$ cat config.mk
export PLATFORM = sky130hd
export DESIGN_NAME = spi_program_fetch
export DESIGN_NICKNAME = d
export VERILOG_FILES = /design/src/rtl/spi_program_fetch_pkg.sv /design/src/rtl/spi_program_fetch_word_receiver.sv /design/src/rtl/spi_program_fetch.sv
export SDC_FILE = /design/constraint.sdc
export NUM_CORES = 1
export LEC_CHECK = 0
export BUFFER_PORTS_ARGS = -buffer_cell sky130_fd_sc_hd__buf_2
export CAP_MARGIN = 5
export CORE_MARGIN = 1
export CORE_UTILIZATION = 30
export DETAILED_ROUTE_END_ITERATION = 10
export SETUP_SLACK_MARGIN = 0.3
export SLEW_MARGIN = 0
export SYNTH_ARGS = -nofsm -noshare
export SYNTH_HDL_FRONTEND = slang
export SYNTH_HIERARCHICAL = 1
export SYNTH_SLANG_ARGS = --single-unit
$ cat constraint.sdc
create_clock -name clk -period 3.02 [get_ports clk]
set_input_delay 0.604 -clock clk [delete_from_list [all_inputs] [get_ports clk]]
set_output_delay 0.604 -clock clk [all_outputs]
set_load 0.02 [all_outputs]
$ cat src/rtl/spi_program_fetch_pkg.sv
// Shared types and constants for the SPI program fetch front-end.
package spi_program_fetch_pkg;

  typedef enum logic [1:0] {
    IDLE = 2'd0,
    LOAD = 2'd1,
    RUN  = 2'd2,
    DONE = 2'd3
  } state_t;

  localparam int         DEFAULT_INPUT_DATA_WIDTH = 4;
  localparam int         WORD_WIDTH               = 4 * DEFAULT_INPUT_DATA_WIDTH;
  localparam logic [7:0] NOP_OPCODE               = 8'h00;

  // SPI word width for an arbitrary nibble width: {opcode, operand}.
  function automatic int word_width(input int input_data_width);
    return 4 * input_data_width;
  endfunction

endpackage

$ cat src/rtl/spi_program_fetch_word_receiver.sv
// SPI mode-0 write-only word receiver: synchronises sclk/cs_n/mosi into clk,
// detects edges and assembles MSB-first words.
module spi_word_receiver
  import spi_program_fetch_pkg::*;
#(
  parameter int WORD_W = WORD_WIDTH
) (
  input  logic              i_clk,
  input  logic              i_rst_n,
  input  logic              i_sclk,
  input  logic              i_cs_n,
  input  logic              i_mosi,
  output logic              o_word_valid,
  output logic [WORD_W-1:0] o_word,
  output logic              o_cs_rise,
  output logic              o_cs_fall
);

  localparam int CW = $clog2(WORD_W);

  // [0] first sync flop, [1] synchronised value, [2] previous synchronised value
  logic [2:0]        r_sclk_s;
  logic [2:0]        r_cs_s;
  logic [1:0]        r_mosi_s;
  logic [WORD_W-1:0] r_shift;
  logic [CW-1:0]     r_cnt;

  logic              w_sclk_rise;
  logic              w_cs_rise;
  logic              w_cs_fall;
  logic [WORD_W-1:0] w_shift_next;

  assign w_sclk_rise  = r_sclk_s[1] & ~r_sclk_s[2];
  assign w_cs_rise    = r_cs_s[1] & ~r_cs_s[2];
  assign w_cs_fall    = ~r_cs_s[1] & r_cs_s[2];
  assign w_shift_next = {r_shift[WORD_W-2:0], r_mosi_s[1]};

  always_ff @(posedge i_clk or negedge i_rst_n) begin
    if (!i_rst_n) begin
      r_sclk_s     <= 3'b000;
      r_cs_s       <= 3'b111;
      r_mosi_s     <= 2'b00;
      r_shift      <= '0;
      r_cnt        <= '0;
      o_word_valid <= 1'b0;
      o_word       <= '0;
      o_cs_rise    <= 1'b0;
      o_cs_fall    <= 1'b0;
    end else begin
      r_sclk_s     <= {r_sclk_s[1:0], i_sclk};
      r_cs_s       <= {r_cs_s[1:0], i_cs_n};
      r_mosi_s     <= {r_mosi_s[0], i_mosi};
      o_cs_rise    <= w_cs_rise;
      o_cs_fall    <= w_cs_fall;
      o_word_valid <= 1'b0;
      // Either chip-select edge throws away any partially received word.
      if (w_cs_rise || w_cs_fall) begin
        r_cnt <= '0;
      end else if (w_sclk_rise && !r_cs_s[1]) begin
        r_shift <= w_shift_next;
        if (r_cnt == CW'(WORD_W - 1)) begin
          r_cnt        <= '0;
          o_word_valid <= 1'b1;
          o_word       <= w_shift_next;
        end else begin
          r_cnt <= r_cnt + 1'b1;
        end
      end
    end
  end

endmodule

$ cat src/rtl/spi_program_fetch.sv
// SPI-loaded program buffer that sequences instructions to the execution unit.
// Define SPI_PROGRAM_FETCH_LOOP_EN to re-run the program forever after each start pulse.
//
// state | meaning
// IDLE  | waiting for a cs_n fall
// LOAD  | receiving words into the program buffer
// RUN   | presenting buf[pc] on opcode/operand, one per clk
// DONE  | NOP cycle, then one-cycle start pulse
module spi_program_fetch
  import spi_program_fetch_pkg::*;
#(
  parameter int ROM_ADDRESS_WIDTH = 5,
  parameter int INPUT_DATA_WIDTH  = 4
) (
  input  logic                          clk,
  input  logic                          reset,
  input  logic                          sclk,
  input  logic                          cs_n,
  input  logic                          mosi,
  output logic [2*INPUT_DATA_WIDTH-1:0] opcode,
  output logic [2*INPUT_DATA_WIDTH-1:0] operand,
  output logic                          start,
  output logic                          busy,
  output logic                          overflow,
  output logic [ROM_ADDRESS_WIDTH-1:0]  pc
);

  localparam int AW    = ROM_ADDRESS_WIDTH;
  localparam int HW    = 2 * INPUT_DATA_WIDTH;
  localparam int WW    = word_width(INPUT_DATA_WIDTH);
  localparam int DEPTH = 2 ** AW;

  state_t        r_state;
  logic [AW:0]   r_wptr;
  logic [AW:0]   r_len;
  logic          r_nop_done;
  logic [WW-1:0] r_buf [DEPTH];

  logic          w_word_valid;
  logic [WW-1:0] w_word;
  logic          w_cs_rise;
  logic          w_cs_fall;
  logic          w_full;
  logic          w_buf_we;
  logic          w_last;
  logic [WW-1:0] w_rd;

  spi_word_receiver #(
    .WORD_W (WW)
  ) u_rx (
    .i_clk        (clk),
    .i_rst_n      (reset),
    .i_sclk       (sclk),
    .i_cs_n       (cs_n),
    .i_mosi       (mosi),
    .o_word_valid (w_word_valid),
    .o_word       (w_word),
    .o_cs_rise    (w_cs_rise),
    .o_cs_fall    (w_cs_fall)
  );

  assign w_full   = (r_wptr == (AW+1)'(DEPTH));
  assign w_buf_we = (r_state == LOAD) && w_word_valid && !w_cs_rise && !w_cs_fall && !w_full;
  assign w_last   = ({1'b0, pc} == (r_len - (AW+1)'(1)));
  assign w_rd     = r_buf[pc];

  // Program storage is deliberately left unreset.
  always_ff @(posedge clk) begin
    if (w_buf_we) begin
      r_buf[r_wptr[AW-1:0]] <= w_word;
    end
  end

  always_ff @(posedge clk or negedge reset) begin
    if (!reset) begin
      r_state    <= IDLE;
      r_wptr     <= '0;
      r_len      <= '0;
      r_nop_done <= 1'b0;
      opcode     <= HW'(NOP_OPCODE);
      operand    <= '0;
      start      <= 1'b0;
      busy       <= 1'b0;
      overflow   <= 1'b0;
      pc         <= '0;
    end else begin
      start <= 1'b0;
      if (w_cs_fall) begin
        r_state    <= LOAD;
        r_wptr     <= '0;
        r_nop_done <= 1'b0;
        overflow   <= 1'b0;
        opcode     <= HW'(NOP_OPCODE);
        operand    <= '0;
        pc         <= '0;
        busy       <= 1'b1;
      end else begin
        case (r_state)
          IDLE: begin
            busy <= 1'b0;
          end
          LOAD: begin
            if (w_cs_rise) begin
              r_len <= r_wptr;
              pc    <= '0;
              if (r_wptr == '0) begin
                r_state <= IDLE;
                busy    <= 1'b0;
              end else begin
                r_state <= RUN;
                busy    <= 1'b1;
              end
            end else if (w_word_valid) begin
              if (w_full) begin
                overflow <= 1'b1;
              end else begin
                r_wptr <= r_wptr + 1'b1;
              end
            end
          end
          RUN: begin
            opcode  <= w_rd[WW-1:HW];
            operand <= w_rd[HW-1:0];
            if (w_last) begin
              r_state <= DONE;
              busy    <= 1'b0;
            end else begin
              pc <= pc + 1'b1;
            end
          end
          DONE: begin
            opcode  <= HW'(NOP_OPCODE);
            operand <= '0;
            // First DONE cycle lets the last instruction retire; second fires start.
            if (!r_nop_done) begin
              r_nop_done <= 1'b1;
            end else begin
              r_nop_done <= 1'b0;
              start      <= 1'b1;
`ifdef SPI_PROGRAM_FETCH_LOOP_EN
              r_state <= RUN;
              busy    <= 1'b1;
              pc      <= '0;
`else
              r_state <= IDLE;
`endif
            end
          end
          default: begin
            r_state <= IDLE;
          end
        endcase
      end
    end
  end

endmodule

-- Yosys cells after proc, flatten, opt, wreduce, memory -nomap -nowiden
Memories as Yosys holds them, arrays and structs flattened.
Cells that the tools add are included.
- $add $sub $neg: 4
- equal/unequal tests: 12
- muxes and demuxes: 43
- bitwise logic cells: 8
- reductions and logical operators: 29
- operators by type and width (kind ; count):
    $pmux 8 s2 ; 2
    $mux 6 ; 5
    $mux 1 ; 20
    $mux 8 ; 2
    $mux 5 ; 3
    $mux 4 ; 3
    $reduce_and 3->1 ; 4
    $reduce_and 4->1 ; 3
    $mux 2 ; 5
    $pmux 5 s2 ; 1
    $reduce_bool 2->1 ; 5
    $ne 3x2->1 const B ; 3
    $reduce_bool 4->1 ; 2
    $add 6x1->6 const B ; 1
    $eq 5x6->1 ; 1
    $eq 6x6->1 const B ; 1
    $logic_not 6->1 ; 1
    $pmux 2 s3 ; 1
    $reduce_bool 3->1 ; 2
    $sub 6x1->6 const B ; 1
    $add 5x1->5 const B ; 1
    $logic_and 1x1->1 ; 5
    $not 1->1 ; 5
    $add 4x1->4 const B ; 1
    12 further kinds ; 18
- bits in registers: 85
- memory bits (writable): 512
- bits of input ports: 5
- word-level logic and storage cells: 116
- memories kept: 1
- memories (memory ; words ; width ; read ports ; clocked after Yosys merged registers in ; write ports ; line ; text):
    r_buf ; 32 ; 16 ; 1 ; 0 ; 1 ; spi_program_fetch.sv:37 ; logic [WW-1:0] r_buf [DEPTH];

-- Logic depth before layout (Yosys ltp)
- depth after elaboration: 7
- mapped depth: 9
- depth with buffers taken out: 8

-- By module
The synthesis kept the hierarchy.
- by module, submodules not included (module ; instances ; cells an instance ; area an instance (sq um) ; sequential area each (sq um)):
    spi_program_fetch ; 1 ; 1070 ; 21753.4 ; 16350.7
    spi_word_receiver ; 1 ; 105 ; 1764.2 ; 1154.9

-- Worst setup path before layout
Ideal clock, no wire load.
- path type: reg-to-reg
- start: register r_state[1]
- end: memory r_buf[30][0] (netlist name) (enable)
- setup time: 0.388 ns
- arrival time: 2.020 ns
- required time: 2.632 ns
- slack: 0.612 ns
- stages on the path, launching flop included: 7
- path buffers: 1
- period minus slack after synthesis: 2.408 ns
- cells stage by stage: dfrtp_1 -> buf_2 -> nand2b_4 -> nor3b_1 -> and3_1 -> nand2_1 -> nor2_1
- longest elaborated chain between the ends: 7
- ends and longest elaborated chain (what ; line ; text):
    start, declared ; spi_program_fetch.sv:33 ; state_t r_state;
    start signal, assigned ; spi_program_fetch.sv:76 ; r_state <= IDLE;
    start signal, assigned ; spi_program_fetch.sv:89 ; r_state <= LOAD;
    start signal, assigned ; spi_program_fetch.sv:107 ; r_state <= IDLE;
    $eq 2x1->1 ; spi_program_fetch.sv:63 ; assign w_buf_we = (r_state == LOAD) && w_word_valid && !w_cs_rise && !w_cs_fall && !w_full;
    $logic_and 1x1->1 (4 in series) ; spi_program_fetch.sv:63 ;
    $mux 1 ; spi_program_fetch.sv:69 ; if (w_buf_we) begin
    $mux 1 (implied by the code) ; spi_program_fetch.sv:70 ; r_buf[r_wptr[AW-1:0]] <= w_word;
    end, declared ; spi_program_fetch.sv:37 ;
Every way passes these cells.

-- Worst setup path in the final report
- start: register pc[0]
- end: register operand[3]
- longest elaborated chain between the ends: 3
- ends and longest elaborated chain (what ; line ; text):
    start, declared ; spi_program_fetch.sv:25 ; output logic [ROM_ADDRESS_WIDTH-1:0] pc
    start signal, assigned ; spi_program_fetch.sv:128 ; pc <= pc + 1'b1;
    $mem_v2 32x16 ; -- ;
    $pmux 8 s2 ; spi_program_fetch.sv:98 ; case (r_state)
    $mux 8 ; spi_program_fetch.sv:88 ; if (w_cs_fall) begin
    end signal, assigned ; spi_program_fetch.sv:123 ; operand <= w_rd[HW-1:0];
    end, declared ; spi_program_fetch.sv:21 ; output logic [2*INPUT_DATA_WIDTH-1:0] operand,
Every way passes these cells.
A chain may end at the register's enable or synchronous reset.

==> results.yml <==
routing:
  drc: 0
  vias: 11400
  first_pass_iters: 5
  viasPerCell: 4.81
  wl_per_cell_um: 22.2
  ant_nets: 0
  finalWirelength_um: 52600
  drtIter0Drc: 1056
layout:
  antenna_cells: 0
  multi_input_area_um2: 5530
  seq_area_um2: 17500
  fin_area_um2: 27100
  area_growth_pct: 15.3
  layout-drive-gt1-share: 0.271
  nNetsFinal: 1292
  instances_no_fill: 2366
  n_fill_cell: 7236
sta:
  fin_crit_sh: 0.877
  fin_tns_setup_ps: 0
  fin_ws_ps: 373
  worstMarginPinSlew_ps: 1310
  rsz0062_at_grt: "no"
  fmax_mhz: 378
  slew_violations: 0
  setup_viol_count_final: 0
  post-route-min-period_ps: 2650
  hold_viol: 0
  max_slew_margin: 0.127
  skew_ps: 28.3
critical_path:
  path_max_fanout: 17
  rrSetupSlack_ps: 370
  start_kind: "flip-flop"
  worstPathArrival_ps: 3140
  worstSetupPathType: "reg -> reg"
  end_kind: "flip-flop"
  required_ps: 3520
clock_network:
  htreeDepth: 2
  clk_pin_slew_worst_paths_ps: 60
  cts_tree: "done"
  root_buffer: "clkbuf_16"
  clock-sinks: 597
  hold_buffers: 0
  clk_path_buf_depth: 3
  clk_latency_ps: 620
  cts_buffers: 58
yosys:
  synthTopCellsByArea: "edfxtp_1 65%, mux4_2 11%, dfrtp_1 8.7%, mux2i_1 1.5%, mux2_2 1.3%"
  ys.flop_type: "edfxtp_1"
  synth.ff_latch_count: 597
  yosysMostFrequentCell: "edfxtp_1"
  synth_fp_nets: 1189
  yosysTopAreaCellShare: 0.654
  synth_warnings: 6
  synth_cells: 1175
  netlist_area_um2: 23500
  synth_common_cells: "512 x edfxtp_1, 118 x mux4_2, 82 x dfrtp_1"
  synthArstFlopShare: 0.142
  yosysSeqAreaShare: 0.744
  synth_edf_count: 512
  ys_types: 56
  yosysTopAreaCell: "edfxtp_1"
  syn-mean-instance-area_um2: 20.0
global_routing:
  grt_pass1_vias: 11400
  grt_pass1_wl_um: 77600
  grt_max_degree: 70
  overflow: 0
  grt_use_total: 0.134
  antenna_found_initial: 2
placed_design:
  dp.cells: 2257
  gp_congestion: 0.759
  portBuffers: 28
  place_area_um2: 25300
  dp_slack_ps: 265
  hpwlAfterDp_um: 30500
floorplan:
  fp.dieW_um: 282
  core-area_um2: 77500
  fp.dieH_um: 282
  ios: 29
  row_count: 102
  dieArea_um2: 79500
  start_util: 0.304
power_and_ir_drop:
  ir_drop_mv: 0.436
  p_int_uw: 12800
  p_sw_frac: 0.198
  pwr-share-comb: 0.007
  power_leakage_uw: 0.00880
  p_seq_frac: 0.558
  p_sw_uw: 3170
  power_density_nw_per_um2: 589
  p_clk_frac: 0.435
  finalPower_uw: 16000
flow_run:
  maxCapViolations: 0
status:
  status: "completed"
worst_hold_path:
  hold_path_class: "in -> async"
flip-flops by register name, summed over array words and instances (netlist names), 2 cells and up:
register and flops:
r_buf 512, u_rx/o_word 16, u_rx/r_shift 15, opcode 8, operand 8, r_len 6, r_wptr 6, pc 5
u_rx/r_cnt 4, u_rx/r_cs_s 3, u_rx/r_sclk_s 3, r_state 2, u_rx/r_mosi_s 2
stage by stage:
step,hold slack (ps),utilization
after floorplan,308,-
after global placement,334,0.326
after detailed placement,336,0.326
after CTS,53.0,0.350
after global routing,70.2,0.350
final,45.0,0.350
final timing paths:
check,startpoint,end,depth (start not counted)
setup reg to reg,pc[0],operand[3],6
max in group asynchronous,reset,operand[4],2
min in group clk,sclk,u_rx/r_sclk_s[0],1
hold / removal,reset,u_rx/r_sclk_s[0],1
setup / recovery,pc[0],operand[3],6
hold reg to reg,u_rx/r_cs_s[0],u_rx/r_cs_s[1],0
kinds of logic (layout without fill, tap and decap cells):
| kind of cell | count (synthesis) | after routing | share of synthesized area |
|---|---|---|---|
| XOR/XNOR | 12 | 12 | 0.00447 |
| flip-flops | 597 | 597 | 0.744 |
| AND/OR/NAND/NOR | 177 | 177 | 0.0377 |
| adder cells (fa/ha/maj) | 9 | 9 | 0.00479 |
| buffers and inverters | 74 | 225 | 0.0207 |
| AO/OA/AOI/OAI | 107 | 107 | 0.0303 |
| multiplexers | 199 | 199 | 0.158 |
final cells by class:
cell class	count	share of cell area
Clock buffer	71	0.0565
Sequential cell	597	0.646
Multi-Input combinational cell	504	0.204
Tap cell	1040	0.0480
Clock inverter	37	0.0112
Timing Repair Buffer	108	0.0328
Inverter	9	0.00125
cell usage in the layout (no fill, tap or decap), types with 10 or more instances in the layout:
cell | netlist | routed
edfxtp_1 | 512 | 512
mux4_2 | 118 | 118
dfrtp_1 | 82 | 78
buf_4 | 11 | 69
clkbuf_16 | 0 | 59
nand2_1 | 51 | 51
nor2_1 | 50 | 50
a21oi_1 | 38 | 38
mux2i_1 | 35 | 35
nor2b_1 | 34 | 34
a211oi_1 | 31 | 30
mux2_2 | 27 | 27
buf_2 | 13 | 27
a22oi_1 | 16 | 16
clkinv_1 | 0 | 16
clkinv_2 | 0 | 13
clkbuf_1 | 25 | 11
buf_12 | 7 | 11
mux4_1 | 10 | 10
per-layer routing:
metal / global-route usage / vias up / routed length [um]
met1: 0.199 / 6015 / 24400
met2: 0.200 / 351 / 23400
met4: 0.0315 / 0 / 793
met3: 0.0271 / 56 / 3930
li1: - / 4952 / -
met5: 0 / - / 0
critical path: stages (launching register included):
cell and delay [ps]:
dfrtp_4 700, buf_12 200, mux4_2 500, a211oi_1 500, a21oi_1 160, a22oi_1 360, nand2_1 110
what timing repair did:
action                                  in CTS  in global routing
resized for setup                            1                  0
setup buffers                                0                  1
endpoints found under the setup margin       1                  1
power groups by stage:
stage                     Sequential, uW  Clock (uW)  Combinational, uW
after floorplan                     9070           0               61.7
after global placement              9080           0                108
after detailed placement            9080           0                110
after CTS                           8910        7120                111
after global routing                8910        7430                120
final                               8910        6940                107
(Power assumes the default switching activity.)
